File: src/rtl/pc_fetch_sequencer.sv
`default_nettype none
// ============================================================================
// Module : pc_fetch_sequencer
// Brief  : Fetch-PC owner. It issues one outstanding instruction-memory
//          request at a time and presents Instr/PC/PCPlus4 to decode.
// Rev    : 1.0  initial release
// ============================================================================
module pc_fetch_sequencer #(
    parameter logic [31:0] RESET_PC       = 32'h0000_0000,
    parameter int unsigned TIMEOUT_CYCLES = 16
) (
    input  logic        clk,
    input  logic        reset,
    input  logic [31:0] PCTarget,
    input  logic        redirect_valid,
    input  logic        stall,
    output logic        imem_req_valid,
    output logic [31:0] imem_req_addr,
    input  logic        imem_req_ready,
    input  logic        imem_rsp_valid,
    input  logic [31:0] imem_rsp_data,
    output logic        instr_valid,
    output logic [31:0] Instr,
    output logic [31:0] PC,
    output logic [31:0] PCPlus4,
    output logic        target_misaligned,
    output logic        fetch_timeout
);

    typedef enum logic [1:0] {
        S_IDLE = 2'd0,
        S_REQ  = 2'd1,
        S_WAIT = 2'd2
    } state_t;

    localparam logic [7:0] c_TIMEOUT_LAST = 8'(TIMEOUT_CYCLES - 1);

    state_t      r_state;
    state_t      w_stateNext;
    logic [31:0] r_fetchPc;
    logic [31:0] r_reqPc;
    logic        r_discard;
    logic [7:0]  r_waitCnt;

    logic w_consume;
    logic w_redirect;
    logic w_transfer;
    logic w_rspHit;
    logic w_rspLoad;

    always_comb begin
        w_stateNext    = r_state;
        imem_req_valid = 1'b0;
        imem_req_addr  = 32'h0;
        w_consume      = instr_valid && !stall;
        w_redirect     = w_consume && redirect_valid;
        w_rspHit       = (r_state == S_WAIT) && imem_rsp_valid;
        w_rspLoad      = w_rspHit && !r_discard;

        // A new request only goes out when the output register will be free.
        if (r_state == S_REQ) begin
            imem_req_valid = !instr_valid || !stall;
            imem_req_addr  = r_fetchPc;
        end
        w_transfer = imem_req_valid && imem_req_ready;

        case (r_state)
            S_IDLE:  w_stateNext = S_REQ;
            S_REQ:   if (w_transfer) w_stateNext = S_WAIT;
            S_WAIT:  if (imem_rsp_valid) w_stateNext = S_REQ;
            default: w_stateNext = S_IDLE;
        endcase
    end

    always_ff @(posedge clk) begin
        if (reset) begin
            r_state           <= S_IDLE;
            r_fetchPc         <= RESET_PC;
            r_reqPc           <= 32'h0;
            r_discard         <= 1'b0;
            r_waitCnt         <= 8'h0;
            instr_valid       <= 1'b0;
            Instr             <= 32'h0;
            PC                <= 32'h0;
            PCPlus4           <= 32'h0;
            target_misaligned <= 1'b0;
            fetch_timeout     <= 1'b0;
        end else begin
            r_state <= w_stateNext;

            if (w_transfer) begin
                r_reqPc   <= r_fetchPc;
                r_waitCnt <= 8'h0;
            end else if (r_state == S_WAIT && r_waitCnt != 8'hFF) begin
                r_waitCnt <= r_waitCnt + 8'd1;
            end

            // Sticky: set once TIMEOUT_CYCLES wait cycles have passed unanswered.
            if (r_state == S_WAIT && !imem_rsp_valid && r_waitCnt >= c_TIMEOUT_LAST) begin
                fetch_timeout <= 1'b1;
            end

            if (w_redirect) begin
                r_fetchPc <= {PCTarget[31:2], 2'b00};
            end else if (w_rspLoad) begin
                r_fetchPc <= r_reqPc + 32'd4;
            end

            target_misaligned <= w_redirect && (PCTarget[1:0] != 2'b00);

            // The fetch in flight at a redirect belongs to the wrong path.
            if (w_redirect && ((r_state == S_WAIT && !imem_rsp_valid) || w_transfer)) begin
                r_discard <= 1'b1;
            end else if (w_rspHit) begin
                r_discard <= 1'b0;
            end

            if (w_rspLoad) begin
                instr_valid <= 1'b1;
                Instr       <= imem_rsp_data;
                PC          <= r_reqPc;
                PCPlus4     <= r_reqPc + 32'd4;
            end else if (w_consume) begin
                instr_valid <= 1'b0;
            end
        end
    end

endmodule
`default_nettype wire
File: config.mk
export PLATFORM = sky130hd
export DESIGN_NAME = pc_fetch_sequencer
export DESIGN_NICKNAME = d
export VERILOG_FILES = /design/src/rtl/pc_fetch_sequencer.sv
export SDC_FILE = /design/constraint.sdc
export NUM_CORES = 1
export LEC_CHECK = 0
export ABC_AREA = 0
export CORE_ASPECT_RATIO = 1.5
export CORE_MARGIN = 3
export CORE_UTILIZATION = 52
export CTS_CLUSTER_SIZE = 24
export DETAILED_ROUTE_END_ITERATION = 10
export MAX_ROUTING_LAYER = met4
export PLACE_DENSITY_LB_ADDON = 0.12
export SLEW_MARGIN = 20
export SYNTH_ARGS = -nofsm -noshare
export SYNTH_HDL_FRONTEND = slang
export SYNTH_SLANG_ARGS = --single-unit
export TNS_END_PERCENT = 10
File: constraint.sdc
create_clock -name clk -period 4.56 [get_ports clk]
set_input_delay 0.912 -clock clk [delete_from_list [all_inputs] [get_ports clk]]
set_output_delay 0.912 -clock clk [all_outputs]
set_load 0.005 [all_outputs]
======== Word-level counts from Yosys, hierarchy flattened ========
Index checks and enable logic that the tools add are counted.
Widths: inputs -> output; s select.
operators by class
  $add $sub $neg .......................... 2
  multiplexer cells ....................... 11
  reduce and logical (&&, ||, !) cells .... 24
  order comparisons ....................... 1
  equality and inequality tests ........... 5
operators with widths
  operator               number
  $mux 32                3
  $add 32x3->32 const B  1
  $logic_and 1x1->1      10
  $add 8x1->8 const B    1
  $ge 8x4->1 const B     1
  $ne 8x8->1 const B     1
  $reduce_bool 2->1      4
  $pmux 2 s3             1
  $mux 1                 5
  $logic_not 1->1        4
  $mux 2                 2
  $ne 2x2->1 const B     2
  $reduce_or 2->1        2
  $eq 2x1->1 const B     1
  $eq 2x2->1 const B     1
  $logic_not 2->1        1
  $logic_or 1x1->1       2
  $reduce_and 2->1       1
word-level totals
  bits of input ports ..................... 70
  word-level logic and storage cells ...... 55
  bits in registers ....................... 174
  output and inout port bits .............. 132

======== Longest topological paths before layout ========
Gate-level depths: netlist of run 1.
  depth after elaboration ................. 7
  gate-level depth with buffers ........... 7
  gate-level depth less buffers ........... 6

======== Worst setup path before layout of run 1 ========
OpenSTA, ideal clock, no wires.
  kind .................................... input port to flip-flop
  start point ............................. in imem_rsp_valid
  end point ............................... reg PCPlus4[2]
  slack ................................... 2.474 ns
  library setup time ...................... 0.128 ns
  arrival time ............................ 1.958 ns
  required time ........................... 4.432 ns
  buffers on the path ..................... 3
  stages .................................. 7
  path through ............................ nand3b_1 -> or2_2 -> clkbuf_1 -> clkbuf_1 -> clkbuf_1 -> a21oi_1 -> nor2_1
between the ends
  word-level cells in the longest chain between the ends .. 2
RTL lines
  item                  RTL line  source
  from (decl)           20        input logic imem_rsp_valid,
  $logic_and 1x1->1     57        w_rspHit = (r_state == S_WAIT) && imem_rsp_valid;
  $logic_and 1x1->1     58        w_rspLoad = w_rspHit && !r_discard;
  to (signal assigned)  122       PCPlus4 <= r_reqPc + 32'd4;
  to (decl)             25        output logic [31:0] PCPlus4,
Every way passes these cells.
A chain may end at the register's enable or synchronous reset.

======== Worst setup path after layout of run 1 ========
  start point ............................. reg r_state[0]
  end point ............................... out imem_req_valid
between the ends
  word-level cells in the longest chain between the ends .. 2
RTL lines
  item                    RTL line  source
  from (decl)             38        state_t r_state;
  from (signal assigned)  89        r_state <= w_stateNext;
  $eq 2x1->1              61        if (r_state == S_REQ) begin
  $mux 1                  61
  to (decl)               17        output logic imem_req_valid,
Every way passes these cells.

==> results of run 1 <==
==> logic make-up (layout without fill, tap and decap cells) <==
logic type | Yosys count | count (layout)
and+or+nand+nor | 436 | 436
adders and majority gates | 2 | 2
DFF | 172 | 172
AOI/OAI and AO/OA | 180 | 180
buffers and inverters | 76 | 252
xor gates and xnor gates | 16 | 16
muxes | 8 | 8
==> per-stage QoR <==
step                area (µm²)  power, mW  setup slack [ns]
global route              9700       3.21              1.27
finish                    9700       3.12              1.41
detailed placement        9160       1.80              1.11
CTS                       9700       3.13              1.36
floorplan                 7150       1.67              2.47
global placement          9160       1.80              1.11
==> layer usage <==
layer	vias up	global-route usage, %	routed length (µm)
met3	23	5.13	1010
met5	-	-	0
met1	3181	31.1	8020
li1	3331	-	-
met4	0	6.99	269
met2	201	49.0	11200
==> final cells by class <==
class                   instances  share of cell area (%)
flip-flops and latches        172                    35.5
multi-input cells             642                    34.9
repair buffers                214                    21.7
clock buffers                  21                    4.74
well taps                     159                    2.05
clock inverters                11                   0.903
inverters                       6                   0.232
==> worst min-delay path by stage <==
stage                                  from                       to  slack [ns]  cells past startpoint
finish                  PC[29]$_SDFFE_PP0P_      PC[29]$_SDFFE_PP0P_        0.45                      2
global route          Instr[9]$_SDFFE_PP0P_    Instr[9]$_SDFFE_PP0P_        0.47                      2
CTS                  Instr[16]$_SDFFE_PP0P_   Instr[16]$_SDFFE_PP0P_        0.45                      2
detailed placement   Instr[16]$_SDFFE_PP0P_   Instr[16]$_SDFFE_PP0P_        0.45                      2
global placement     Instr[11]$_SDFFE_PP0P_   Instr[11]$_SDFFE_PP0P_        0.44                      2
floorplan           r_reqPc[0]$_SDFFE_PP0P_  r_reqPc[0]$_SDFFE_PP0P_        0.44                      2
==> power groups by stage <==
stage	clock network (mW)	registers [mW]	logic (mW)
5_1_grt	1.43	1.55	0.242
4_1_cts	1.36	1.54	0.225
3_5_place_dp	0	1.58	0.223
6_report	1.35	1.54	0.223
3_3_place_gp	0	1.58	0.221
2_1_floorplan	0	1.57	0.0975
==> state kept, by name, indices dropped and copies added, names as in the netlist <==
register,cells
fetch_timeout,1
r_discard,1
r_state,2
Instr,32
r_waitCnt,8
PC,32
target_misaligned,1
r_reqPc,32
r_fetchPc,32
PCPlus4,30
instr_valid,1
==> layout by cell type, fill, tap and decap left out, types with 2 or more instances in the layout <==
cell	n
nand2_1	221
clkdlybuf4s50_1	200
dfxtp_1	172
a21oi_1	114
nor2_1	74
and2_1	34
nand3_1	31
nor3_1	30
o21ai_0	20
clkbuf_16	17
o31ai_1	15
buf_4	14
xnor2_1	9
and3_1	8
nand4_1	8
mux2i_1	8
xor2_1	7
or3_1	7
and4_1	6
inv_1	5
o31ai_2	5
nor4_2	4
o211ai_1	4
nand4_4	3
o21a_1	3
o31ai_4	3
o41ai_2	3
clkinv_4	3
clkinvlp_4	3
nand3b_1	2
o21ai_1	2
ha_1	2
clkinv_2	2
clkbuf_1	2
clkbuf_8	2
inv_6	2
==> critical path, stage by stage, from the launching register on <==
cell	delay [ns]
dfxtp_1	0.35
nor2b_2	0.41
buf_4	0.35
and2_1	0.19
clkdlybuf4s50_1	0.52
==> flow_metrics.env, run 1 <==
export IMPL_status="finished, final reports clean"
export IMPL_finClkSkew_ns=0.0121
export IMPL_gp_congestion=0.837
export IMPL_htreeDepth=4
export IMPL_holdCritPathClass="flop to flop"
export IMPL_pwr_density_cell_mw_per_mm2=321
export IMPL_vias=6736
export IMPL_die_w_um=102
export IMPL_floorplan_rows=51
export IMPL_die_y_um=150
export IMPL_syn_instance_count=890
export IMPL_drive_gt1_share_pct=6.29
export IMPL_seq_area_frac_synth_pct=48.2
export IMPL_whs_ns=0.454
export IMPL_synth_simple_area_share_pct=28.2
export IMPL_min_period_ns=3.15
export IMPL_cts_hold_buf=0
export IMPL_overflow=0
export IMPL_synth_top_family_by_area="simple AND/OR/NAND/NOR gates"
export IMPL_tightestPinTransition_ns=0.961
export IMPL_critPathLaunchType="flop"
export IMPL_cp_arrival_ns=2.24
export IMPL_clock_sinks=172
export IMPL_postLayoutCoreUtil_pct=73.5
export IMPL_grt_antenna_before_repair=0
export IMPL_maxCapViolCount=0
export IMPL_syn_num_nets=962
export IMPL_clk_insertion_delay_late_ns=0.43
export IMPL_nNetsFinal=1125
export IMPL_ff2ff_setup_slack_ns=1.92
export IMPL_grt_max_degree=93
export IMPL_cts_root_buf="clkbuf_16"
export IMPL_timing_final_crit_share_pct=69.1
export IMPL_cts_tree="built"
export IMPL_synth_cell_type_count=52
export IMPL_first_pass_iters=4
export IMPL_area_growth_pct=35.8
export IMPL_grtUsageTotal_pct=27.4
export IMPL_worstPathMaxFanout=23
export IMPL_cp_required_ns=3.65
export IMPL_cts_path_max_buffers=2
export IMPL_fmax_mhz=317
export IMPL_worstRegToRegCells=6
export IMPL_synth_edf_count=0
export IMPL_core_area_mm2=0.0132
export IMPL_setup_tns_ns=0
export IMPL_syn_area_mm2=0.00715
export IMPL_synth_most_common_cell="nand2_1"
export IMPL_nFillCells=1089
export IMPL_dp_cells=1193
export IMPL_pin_count=202
export IMPL_ir_drop_uv=246
export IMPL_timing_hold_violations_final=0
export IMPL_multi_input_area_mm2=0.00338
export IMPL_synth_compound_area_share_pct=15.6
export IMPL_grt_pass1_wl_mm=32.3
export IMPL_drc=0
export IMPL_synth_xor_area_share_pct=1.96
export IMPL_synth_common_cells="nand2_1 (221), dfxtp_1 (172), a21oi_1 (114)"
export IMPL_wl_per_cell_um=16.7
export IMPL_clk_pin_slew_ns=0.06
export IMPL_antenna_cells=0
export IMPL_clockPowerShare_pct=43.3
export IMPL_viasPerCell=5.50
export IMPL_grt_pass1_vias=6448
export IMPL_setup_violations_final=0
export IMPL_slew_violations=0
export IMPL_avgSynthCellArea_um2=8.03
export IMPL_synth_mux_area_share_pct=1.12
export IMPL_regArea_mm2=0.00344
export IMPL_p_leak_nw=3.33
export IMPL_end_kind="output port"
export IMPL_crit_type="flop to output port"
export IMPL_stdcell_count=1225
export IMPL_initial_utilization_pct=54.1
export IMPL_worstReg2RegStart="r_state[0]$_SDFFE_PP0P_"
export IMPL_totalWireLength_mm=20.5
export IMPL_ant_nets=0
export IMPL_combPwrFrac_pct=7.2
export IMPL_ctsResizeCount=0
export IMPL_numPortBuffers=201
export IMPL_synth_seq_cells=172
export IMPL_p_switching_mw=0.747
export IMPL_ys_warn_count=0
export IMPL_synth_area_leaders="dfxtp_1 (48%), nand2_1 (12%), a21oi_1 (8.0%)"
export IMPL_critPathLaunch="r_state[0]$_SDFFE_PP0P_"
export IMPL_reg2reg_to="r_reqPc[27]$_SDFFE_PP0P_"
export IMPL_hpwlAfterDp_mm=14.1
export IMPL_synth_area_leader_cell="dfxtp_1"
export IMPL_switching_share_pct=24.0
export IMPL_crit_end="imem_req_valid"
export IMPL_seqPwrFrac_pct=49.5
export IMPL_numCtsBuffers=17
export IMPL_synth_top_area_share_pct=48.2
export IMPL_fp_dieArea_mm2=0.0152
export IMPL_synthAdderAreaFrac_pct=0.350
export IMPL_rsz0062_at_grt="no"
export IMPL_internal_power_mw=2.37
export IMPL_synth_flop_cell="dfxtp_1"
export IMPL_slew_headroom_pct=35.9
export IMPL_ys_async_sr_fraction_pct=0
export IMPL_cts_setup_buffers=0
export IMPL_drt_initial_drc_count=326
(Power assumes the default switching activity.)
==> run 2: changes to the inputs <==
--- a/config.mk
+++ b/config.mk
@@ -8,7 +8,7 @@
 export ABC_AREA = 0
 export CORE_ASPECT_RATIO = 1.5
 export CORE_MARGIN = 3
-export CORE_UTILIZATION = 52
+export CORE_UTILIZATION = 48
 export CTS_CLUSTER_SIZE = 24
 export DETAILED_ROUTE_END_ITERATION = 10
 export MAX_ROUTING_LAYER = met4
==> constraint.sdc (replaced) <==
create_clock -name clk -period 3 [get_ports clk]
set_input_delay 0.6 -clock clk [delete_from_list [all_inputs] [get_ports clk]]
set_output_delay 0.6 -clock clk [all_outputs]
set_load 0.005 [all_outputs]
==> run 2 against run 1 <==
  * First-iteration DRC count grew 9.8%
  * Utilization decreased by 5.8 points
  * Final area grew 1.7%
  * Largest power group unchanged
==> flow_metrics.env, run 2 (synthesis gave the netlist of run 1 again) <==
export IMPL_drt_initial_drc_count=358
export IMPL_first_pass_iters=7
export IMPL_grt_antenna_before_repair=0
export IMPL_critical_path_max_stage_delay_ns=0.53
export IMPL_timing_final_crit_share_pct=81.9
export IMPL_viasPerCell=5.28
export IMPL_antenna_cells=0
export IMPL_grtUsageTotal_pct=25.8
export IMPL_slew_violations=0
export IMPL_timing_hold_violations_final=0
export IMPL_die_w_um=106
export IMPL_clock_sinks=172
export IMPL_status="finished, final reports clean"
export IMPL_end_kind="output port"
export IMPL_cp_arrival_ns=1.86
export IMPL_cts_tree="built"
export IMPL_reg2reg_to="r_fetchPc[22]$_SDFFE_PP0P_"
export IMPL_layout_commonest_cell="nand2_1"
export IMPL_die_y_um=155
export IMPL_hpwlAfterDp_mm=14.5
export IMPL_tightestPinTransition_ns=0.739
export IMPL_nNetsFinal=1134
export IMPL_cts_root_buf="clkbuf_16"
export IMPL_totalWireLength_mm=20.7
export IMPL_ir_drop_uv=316
export IMPL_worstReg2RegStart="r_reqPc[2]$_SDFFE_PP0P_"
export IMPL_gp_congestion=0.869
export IMPL_stdcell_area_mm2=0.00987
export IMPL_grt_pass1_vias=6628
export IMPL_cts_hold_buf=0
export IMPL_ctsResizeCount=0
export IMPL_cts_path_max_buffers=2
export IMPL_finClkSkew_ns=0.00850
export IMPL_cp_required_ns=2.40
export IMPL_dp_cells=1239
export IMPL_maxCapViolCount=0
export IMPL_drive_gt1_share_pct=7.16
export IMPL_rsz0062_at_grt="no"
export IMPL_p_leak_nw=3.40
export IMPL_min_period_ns=2.46
export IMPL_critPathLaunch="r_state[0]$_SDFFE_PP0P_"
export IMPL_htreeDepth=4
export IMPL_core_area_mm2=0.0146
export IMPL_initial_utilization_pct=49.0
export IMPL_worstRegToRegCells=5
export IMPL_numCtsBuffers=17
export IMPL_setup_violations_final=0
export IMPL_crit_end="imem_req_addr[30]"
export IMPL_cp_num_buf_inv=2
export IMPL_fmax_mhz=407
export IMPL_ant_nets=0
export IMPL_dp_slack_ns=0.322
export IMPL_ff2ff_setup_slack_ns=0.75
export IMPL_p_total_mw=4.84
export IMPL_mostFrequentLayoutCells="nand2_1 (221), clkdlybuf4s50_1 (200), dfxtp_1 (172), a21oi_1 (114), nor2_1 (74)"
export IMPL_vias=6707
export IMPL_slew_headroom_pct=50.7
export IMPL_critical_path_top_delay_family="buffers and inverters"
export IMPL_worstPathMaxFanout=19
export IMPL_floorplan_rows=54
export IMPL_area_growth_pct=38.1
export IMPL_crit_chain="nor2b_2 -> buf_4 -> and2_1 -> clkdlybuf4s50_1"
export IMPL_drc=0
export IMPL_numPortBuffers=201
export IMPL_grt_max_degree=73
export IMPL_pin_count=202
export IMPL_holdCritPathClass="flop to flop"
export IMPL_fin_ws_ns=0.542
export IMPL_overflow=0
export IMPL_setup_tns_ns=0
export IMPL_wl_per_cell_um=16.3
export IMPL_clk_insertion_delay_late_ns=0.42
export IMPL_clk_pin_slew_ns=0.07
export IMPL_grt_pass1_wl_mm=33.6
export IMPL_crit_type="flop to output port"
export IMPL_postPlaceCellArea_mm2=0.00930
export IMPL_cts_setup_buffers=0
export IMPL_path_depth=4
export IMPL_critPathLaunchType="flop"
export IMPL_stdcell_count=1271
export IMPL_pwr_density_cell_mw_per_mm2=491
export IMPL_fp_dieArea_mm2=0.0164
export IMPL_cp_slowest_cell="clkdlybuf4s50_1"
-- run 2: cell types whose count changed in the layout (fill, tap and decap cells not counted) --
| cell | before | now |
|---|---|---|
| buf_12 | 0 | 2 |
| buf_4 | 14 | 21 |
| bufinv_16 | 0 | 1 |
| clkbuf_1 | 2 | 1 |
| clkbuf_8 | 2 | 1 |
| clkinv_2 | 2 | 1 |
| inv_6 | 2 | 3 |
| inv_8 | 1 | 2 |
-- run 2: final cells by class --
cell class              instances  area [µm²]
well taps                     196         245
multi-input cells             642        3380
repair buffers                223        2200
fillers                      1252        4720
inverters                       6        22.5
clock inverters                13         133
clock buffers                  19         443
flip-flops and latches        172        3440
-- run 2: tightest hold or removal path: cells and delay by family, from the launching register on --
family	cells	cell delay [ns]
flops	1	0.31
compound gates	1	0.05
simple gates	1	0.05
-- run 2: worst min-delay path by stage --
stage / cells after the start / startpoint / endpoint
2_1_floorplan: 2 / r_reqPc[0]$_SDFFE_PP0P_ / r_reqPc[0]$_SDFFE_PP0P_
3_3_place_gp: 2 / fetch_timeout$_SDFFE_PP0P_ / fetch_timeout$_SDFFE_PP0P_
3_5_place_dp: 2 / PC[28]$_SDFFE_PP0P_ / PC[28]$_SDFFE_PP0P_
4_1_cts: 2 / Instr[1]$_SDFFE_PP0P_ / Instr[1]$_SDFFE_PP0P_
5_1_grt: 2 / PC[26]$_SDFFE_PP0P_ / PC[26]$_SDFFE_PP0P_
6_report: 2 / Instr[15]$_SDFFE_PP0P_ / Instr[15]$_SDFFE_PP0P_
-- run 2: report_power, final --
group	switching, mW	total, mW	internal, mW
combinational	0.173	0.348	0.175
sequential	0.0254	2.34	2.32
clock	0.962	2.15	1.19
-- run 2: through the flow --
stage               hold WS, ns  util (%)
global placement          0.439      63.7
global route              0.469      67.6
finish                    0.454      67.6
detailed placement        0.446      63.7
floorplan                 0.437         -
CTS                       0.455      67.6
-- run 2: per-layer routing --
layer / vias up / part of all wire (%) / track usage (%)
li1: 3346 / - / -
met1: 3130 / 42 / 30.0
met4: 0 / 2.8 / 9.88
met3: 34 / 4.0 / 3.82
met2: 197 / 51 / 44.9
met5: - / 0 / -
